**src/rtl/multicycle_ctrl.sv**
```systemverilog
// Main control unit for the multicycle ARM-subset processor: Moore sequencer for the
// shared datapath plus ALU/flag decode and the raw write requests for conditional logic.
module multicycle_ctrl (
    input  logic       clk,
    input  logic       reset,
    input  logic [1:0] Op,
    input  logic [5:0] Funct,
    input  logic [3:0] Rd,
    output logic       IRWrite,
    output logic       AdrSrc,
    output logic       ALUSrcA,
    output logic [1:0] ALUSrcB,
    output logic [1:0] ResultSrc,
    output logic       NextPC,
    output logic       RegW,
    output logic       MemW,
    output logic       PCS,
    output logic [1:0] FlagW,
    output logic [1:0] ALUControl,
    output logic [3:0] State
);

    typedef enum logic [3:0] {
        FETCH    = 4'd0,
        DECODE   = 4'd1,
        MEMADR   = 4'd2,
        MEMRD    = 4'd3,
        MEMWB    = 4'd4,
        MEMWR    = 4'd5,
        EXECUTER = 4'd6,
        EXECUTEI = 4'd7,
        ALUWB    = 4'd8,
        BRANCH   = 4'd9
    } state_t;

    state_t state, state_next;
    logic   alu_op;
    logic   branch;
    logic [3:0] cmd;
    logic       s_bit;

    assign cmd   = Funct[4:1];
    assign s_bit = Funct[0];
    assign State = state;

    // NOTE: sequential state uses non-blocking assignments so every flop samples
    // pre-edge values; blocking here would create order-dependent simulation.
    always_ff @(posedge clk) begin
        if (reset) state <= FETCH;
        else       state <= state_next;
    end

    // NOTE: every signal driven here gets a default first, so no path leaves a
    // value unassigned and no latch is inferred.
    always_comb begin
        state_next = FETCH;
        unique case (state)
            FETCH:  state_next = DECODE;
            DECODE: begin
                unique case (Op)
                    2'b00:   state_next = Funct[5] ? EXECUTEI : EXECUTER;
                    2'b01:   state_next = MEMADR;
                    2'b10:   state_next = BRANCH;
                    default: state_next = FETCH;
                endcase
            end
            MEMADR:   state_next = Funct[0] ? MEMRD : MEMWR;
            MEMRD:    state_next = MEMWB;
            EXECUTER: state_next = ALUWB;
            EXECUTEI: state_next = ALUWB;
            default:  state_next = FETCH;
        endcase
    end

    always_comb begin
        IRWrite   = 1'b0;
        AdrSrc    = 1'b0;
        ALUSrcA   = 1'b0;
        ALUSrcB   = 2'b00;
        ResultSrc = 2'b00;
        NextPC    = 1'b0;
        RegW      = 1'b0;
        MemW      = 1'b0;
        alu_op    = 1'b0;
        branch    = 1'b0;
        unique case (state)
            FETCH: begin
                IRWrite   = 1'b1;
                ALUSrcA   = 1'b1;
                ALUSrcB   = 2'b10;
                ResultSrc = 2'b10;
                NextPC    = 1'b1;
            end
            DECODE: begin
                ALUSrcA   = 1'b1;
                ALUSrcB   = 2'b10;
                ResultSrc = 2'b10;
            end
            MEMADR: ALUSrcB = 2'b01;
            MEMRD:  AdrSrc  = 1'b1;
            MEMWB: begin
                ResultSrc = 2'b01;
                RegW      = 1'b1;
            end
            MEMWR: begin
                AdrSrc = 1'b1;
                MemW   = 1'b1;
            end
            EXECUTER: alu_op = 1'b1;
            EXECUTEI: begin
                ALUSrcB = 2'b01;
                alu_op  = 1'b1;
            end
            ALUWB: RegW = 1'b1;
            BRANCH: begin
                ALUSrcB   = 2'b01;
                ResultSrc = 2'b10;
                branch    = 1'b1;
            end
            default: ;
        endcase
    end

    // Only ADD and SUB produce meaningful carry/overflow, so only they update C,V.
    always_comb begin
        ALUControl = 2'b00;
        FlagW      = 2'b00;
        if (alu_op) begin
            unique case (cmd)
                4'b0100: ALUControl = 2'b00;
                4'b0010: ALUControl = 2'b01;
                4'b0000: ALUControl = 2'b10;
                4'b1100: ALUControl = 2'b11;
                default: ALUControl = 2'b00;
            endcase
            FlagW[1] = s_bit;
            FlagW[0] = s_bit & ((cmd == 4'b0100) | (cmd == 4'b0010));
        end
    end

    assign PCS = branch | (RegW & (Rd == 4'b1111));

endmodule

```
**config.mk**
```make
export PLATFORM = sky130hd
export DESIGN_NAME = multicycle_ctrl
export DESIGN_NICKNAME = d
export VERILOG_FILES = /design/src/rtl/multicycle_ctrl.sv
export SDC_FILE = /design/constraint.sdc
export NUM_CORES = 1
export LEC_CHECK = 0
export ABC_CLOCK_PERIOD_IN_PS = 1550
export CORE_UTILIZATION = 27
export DETAILED_ROUTE_END_ITERATION = 10
export PLACE_DENSITY = 0.82
export SYNTH_ARGS = -nofsm -noshare
export SYNTH_HDL_FRONTEND = slang
export SYNTH_SLANG_ARGS = --single-unit
```
**constraint.sdc**
```tcl
create_clock -name clk -period 1.55 [get_ports clk]
set_clock_uncertainty 0.2 [all_clocks]
set_input_delay 0.465 -clock clk [delete_from_list [all_inputs] [get_ports clk]]
set_output_delay 0.465 -clock clk [all_outputs]
set_load 0.05 [all_outputs]
```
==> results of run 1 <==
==> synthesized netlist by cell type, types with 2 or more instances <==
master and number:
a211oi_1 3, a21oi_1 3, buf_4 2, clkbuf_1 2, dfxtp_1 4, nand2b_1 3
nor2_1 6, nor3_1 7, xnor2_1 2
==> logic make-up after synthesis <==
logic type / count (synthesis)
AO/OA/AOI/OAI: 13
flip-flops: 4
AND/OR/NAND/NOR: 26
XOR/XNOR: 3
buffers and inverters: 7
==> per-stage QoR <==
step	TNS (ns)	instance area (µm²)	utilization	worst slack [ns]
2_1_floorplan	-7.261	574.3	-	-0.8311
3_3_place_gp	-6.601	1159	0.8794	-0.8920
3_5_place_dp	-7.262	1159	0.8794	-0.9271
==> flow_summary.toml, run 1 <==
[run_status]
status = "did not finish"
stop_stage = "clock tree synthesis"
run_stopping_error = "[ERROR DPL-0033] detailed placement checks failed during check placement."

[yosys]
synth.yosys.seq_area_share = 0.2051
synthesis.area_per_instance_um2 = 7.366
yosysWarningCount = 0
netlist.area_leader.share = 0.2051
synth_top_family_by_area = "simple AND/OR/NAND/NOR gates"
basic_gate_share_of_the_synthesized_area_counting_and_or_nand_and_nor_cells = 0.3974
syn-instance-count = 53
yosys.cell_types.count = 30
number_of_synthesized_flops_with_an_enable_pin = 0
async_flop_share = 0
cell_accounting_for_the_most_synthesized_area = "dfxtp_1"
yosys.area_share.xor_xnor = 0.06731
complex_gate_fraction_of_the_synthesized_area = 0.2212
muxShareOfSynthArea = 0
synth_seq_cells = 4
synth.net_count = 67
synth_top_area_cells = "dfxtp_1, nor3_1, a211oi_1"
synth_ff_type = "dfxtp_1"
yosys.area_share.adder = 0
cell_area_after_synthesis_um2 = 390.4

[placement]
place_inst = 111
gp_congestion = 0.7623
hpwlAfterDp_um = 1598
number_of_port_buffers = 32

[clock_tree]
cts_max_path_buffers = 2
post-cts-setup-buffer-count = 4
cts_resized = 31
post_cts_hold_buffer_count = 0
tritoncts.num_buffers = 3
clock_tree.root_cell = "clkbuf_4"
h-tree-depth = 1
clock-sinks = 4

[floorplan]
rows = 13
fp.dieH_um = 40.03
ios = 33
die_w_um = 40.03
initial_core_utilization = 0.2963
==> inputs of run 2 (changes only) <==
Settings changed: ABC_CLOCK_PERIOD_IN_PS 1550 to 2000, CORE_AREA from default to 2 2 63 65, CORE_UTILIZATION 27 to default, DIE_AREA from default to 0 0 65 67, PLACE_DENSITY 0.82 to default, PLACE_DENSITY_LB_ADDON from default to 0.15.
Clock period 1.55 ns to 2 ns, I/O delays scaled along.
==> flow_summary.toml, run 2 <==
[clock_tree]
cts_max_path_buffers = 2
insertion_delay_ns = 0.22
clk_transition_reported_paths_ns = 0.03
post_cts_hold_buffer_count = 0
clock-sinks = 4
clock_tree.root_cell = "clkbuf_8"
tritoncts.num_buffers = 3
tritoncts = "yes"
h-tree-depth = 1

[worst_setup_path]
worstReg2RegStart = "State[0]"
critical-path-top-delay-family = "simple AND/OR/NAND/NOR gates"
worstPathRequired_ns = 1.20
start_kind = "input port"
max_stage_delay_ns = 0.37
r2r_cells = 5
crit-reg2reg-capture = "State[3]"
crit_path_max_fanout = 3
criticalPathCategory = "input port to output port"
worst_path_max_delay_cell = "or3_4"
critical_path_sink_type = "output port"
timing.critical_path.arrival_ns = 1.51
cp_cell_sequence = "buf_6 -> or3_4 -> nor4b_4 -> buf_12"
r2r_slack_ns = 0.31
crit_buf_inv = 2

[grt]
grt_pass1_wl_um = 2946
global_route.usage.total = 0.08835
antenna_found_initial = 0
largest_net_degree_at_the_start_of_global_routing = 13
global_route.overflow_total = 0
number_of_global_route_vias_before_repair = 660

[timing]
grt_setup_unrepaired = "yes"
worst_hold_slack_ns = 0.4446
max_freq_ghz = 0.4327
timing.final.crit_share = 1.156
worst-slew-pin-transition_ns = 0.2583
number_of_max_slew_violations_in_the_final_report = 0
finalHoldViolations = 0
timing.max_slew.rel_slack = 0.8271
finalSetupTns_ns = -1.755
finalWorstPathRequiredPeriod_ns = 2.311
report.final.setup_viol = 14
setup_ws_ns = -0.3111

[layout]
fin_util = 0.3904
largest_register_ffs = 4
most-common-layout-cells = "buf_12, buf_4, nor3_4"
drive_gt1_frac = 0.7196
nets = 122
final-instance-count-excl-fill = 155
layout_commonest_cell = "buf_12"
antenna_cells = 0
design_area_um2 = 1408
layout-area-overhead-vs-synth_pct = 260.6

[run_status]
violations = "negative setup slack"
status = "finished, violations left"

[placement]
pre_cts_ws_ns = -0.7513
place_inst = 143
gp_congestion = 0.6849
hpwlAfterDp_um = 1389
placed_cell_area_um2 = 1192
number_of_port_buffers = 32

[yosys]
synth_ff_type = "dfxtp_1"
yosysWarningCount = 0
synthesis.area_per_instance_um2 = 7.366
synth.net_count = 67
netlist.area_leader.share = 0.2051
cell_area_after_synthesis_um2 = 390.4
synth.most_common_cell = "nor3_1"
number_of_synthesized_flops_with_an_enable_pin = 0
cell_accounting_for_the_most_synthesized_area = "dfxtp_1"
syn-instance-count = 53
synth.yosys.seq_area_share = 0.2051
async_flop_share = 0
synth_top_area_cells = "dfxtp_1, nor3_1, a211oi_1"
yosys.cell_types.count = 30
post_synth_most_frequent_cells = "nor3_1, nor2_1, dfxtp_1"
synth_seq_cells = 4

[pwr]
share_seq_of_total_power = 0.136
netSwitchingFraction = 0.3765
internal_power_uw = 427.9
power_density_over_the_cells_nw_per_um2 = 487.6
power.ir.vdd_worst_v = 0.0002117
share_comb_of_total_power = 0.597
clockPowerShare = 0.267
leakagePower_nw = 0.5554
total_power_uw = 686.3
power.switching_uw = 258.4

[min_path]
min-delay-path-class = "flip-flop to flip-flop"
whs_endpoint = "State[3]"
hold_path.startpoint = "State[1]"
number_of_cells_on_the_worst_hold_path = 3

[run]
cap_violations = 0

[routing]
route.detailed.vias_per_inst = 3.826
starting_drt_drc_count = 6
wl_um = 1745
drt-wirelength-per-cell_um = 11.26
drc = 0
num_vias = 593
ant_nets = 0
drtPass1Iterations = 4

[floorplan]
rows = 22
initial_core_utilization = 0.1083
die_w_um = 65
ios = 33
fp.dieH_um = 67
design.core.area_um2 = 3606
die-area_um2 = 4355
==> run 2: timing repair <==
| item | 4_1_cts | 5_1_grt |
|---|---|---|
| resized for setup | 41 | 8 |
| setup buffers | 7 | 1 |
| endpoints found under the setup margin | 15 | 15 |
| gates cloned | 0 | 0 |
| pin swaps | 9 | 5 |
==> run 2: routing by layer <==
metal,share of wire,track usage,vias to the layer above
met5,0,0,-
met4,0.011,0.03191,0
met1,0.36,0.08678,277
met2,0.57,0.1740,17
li1,-,-,297
met3,0.060,0.02534,2
==> run 2: worst reg2reg max path, cell delays in order, from the launching register on <==
cell	delay [ns]
dfxtp_4	0.37
buf_4	0.17
buf_4	0.15
nand2_1	0.05
or4_1	0.40
a211oi_1	0.25
==> run 2: cells by family (layout without fill, tap and decap cells) <==
logic type	Yosys count	count (layout)	share of synthesized area
AND/OR/NAND/NOR	26	26	0.3975
flip-flops	4	4	0.2051
AO/OA/AOI/OAI	13	13	0.2211
XOR/XNOR	3	3	0.06732
buffers and inverters	7	61	0.1089
==> run 2: layout make-up <==
cell class,count,area (µm²)
Inverter,1,7.507
Sequential cell,4,92.59
Clock buffer,4,45.04
Timing Repair Buffer,56,738.2
Tap cell,48,60.06
Multi-Input combinational cell,42,464.2
Fill cell,350,2198
==> run 2: worst max path at each step <==
stage             start        to  depth (start not counted)
2_1_floorplan  State[2]  FlagW[0]                          4
3_3_place_gp   Funct[1]  FlagW[0]                          4
3_5_place_dp   Funct[1]  FlagW[0]                          4
4_1_cts        Funct[1]  FlagW[0]                          4
5_1_grt        Funct[1]  FlagW[0]                          4
6_report       Funct[1]  FlagW[0]                          4
==> run 2: power by group through the flow <==
| stage | Sequential (mW) | Combinational, mW | Clock, mW |
|---|---|---|---|
| 4_1_cts | 0.0934 | 0.409 | 0.191 |
| 3_3_place_gp | 0.100 | 0.361 | 0 |
| 6_report | 0.0934 | 0.410 | 0.183 |
| 2_1_floorplan | 0.112 | 0.186 | 0 |
| 5_1_grt | 0.0940 | 0.430 | 0.202 |
| 3_5_place_dp | 0.101 | 0.363 | 0 |
No activity file was read; power rests on OpenSTA's default activity.
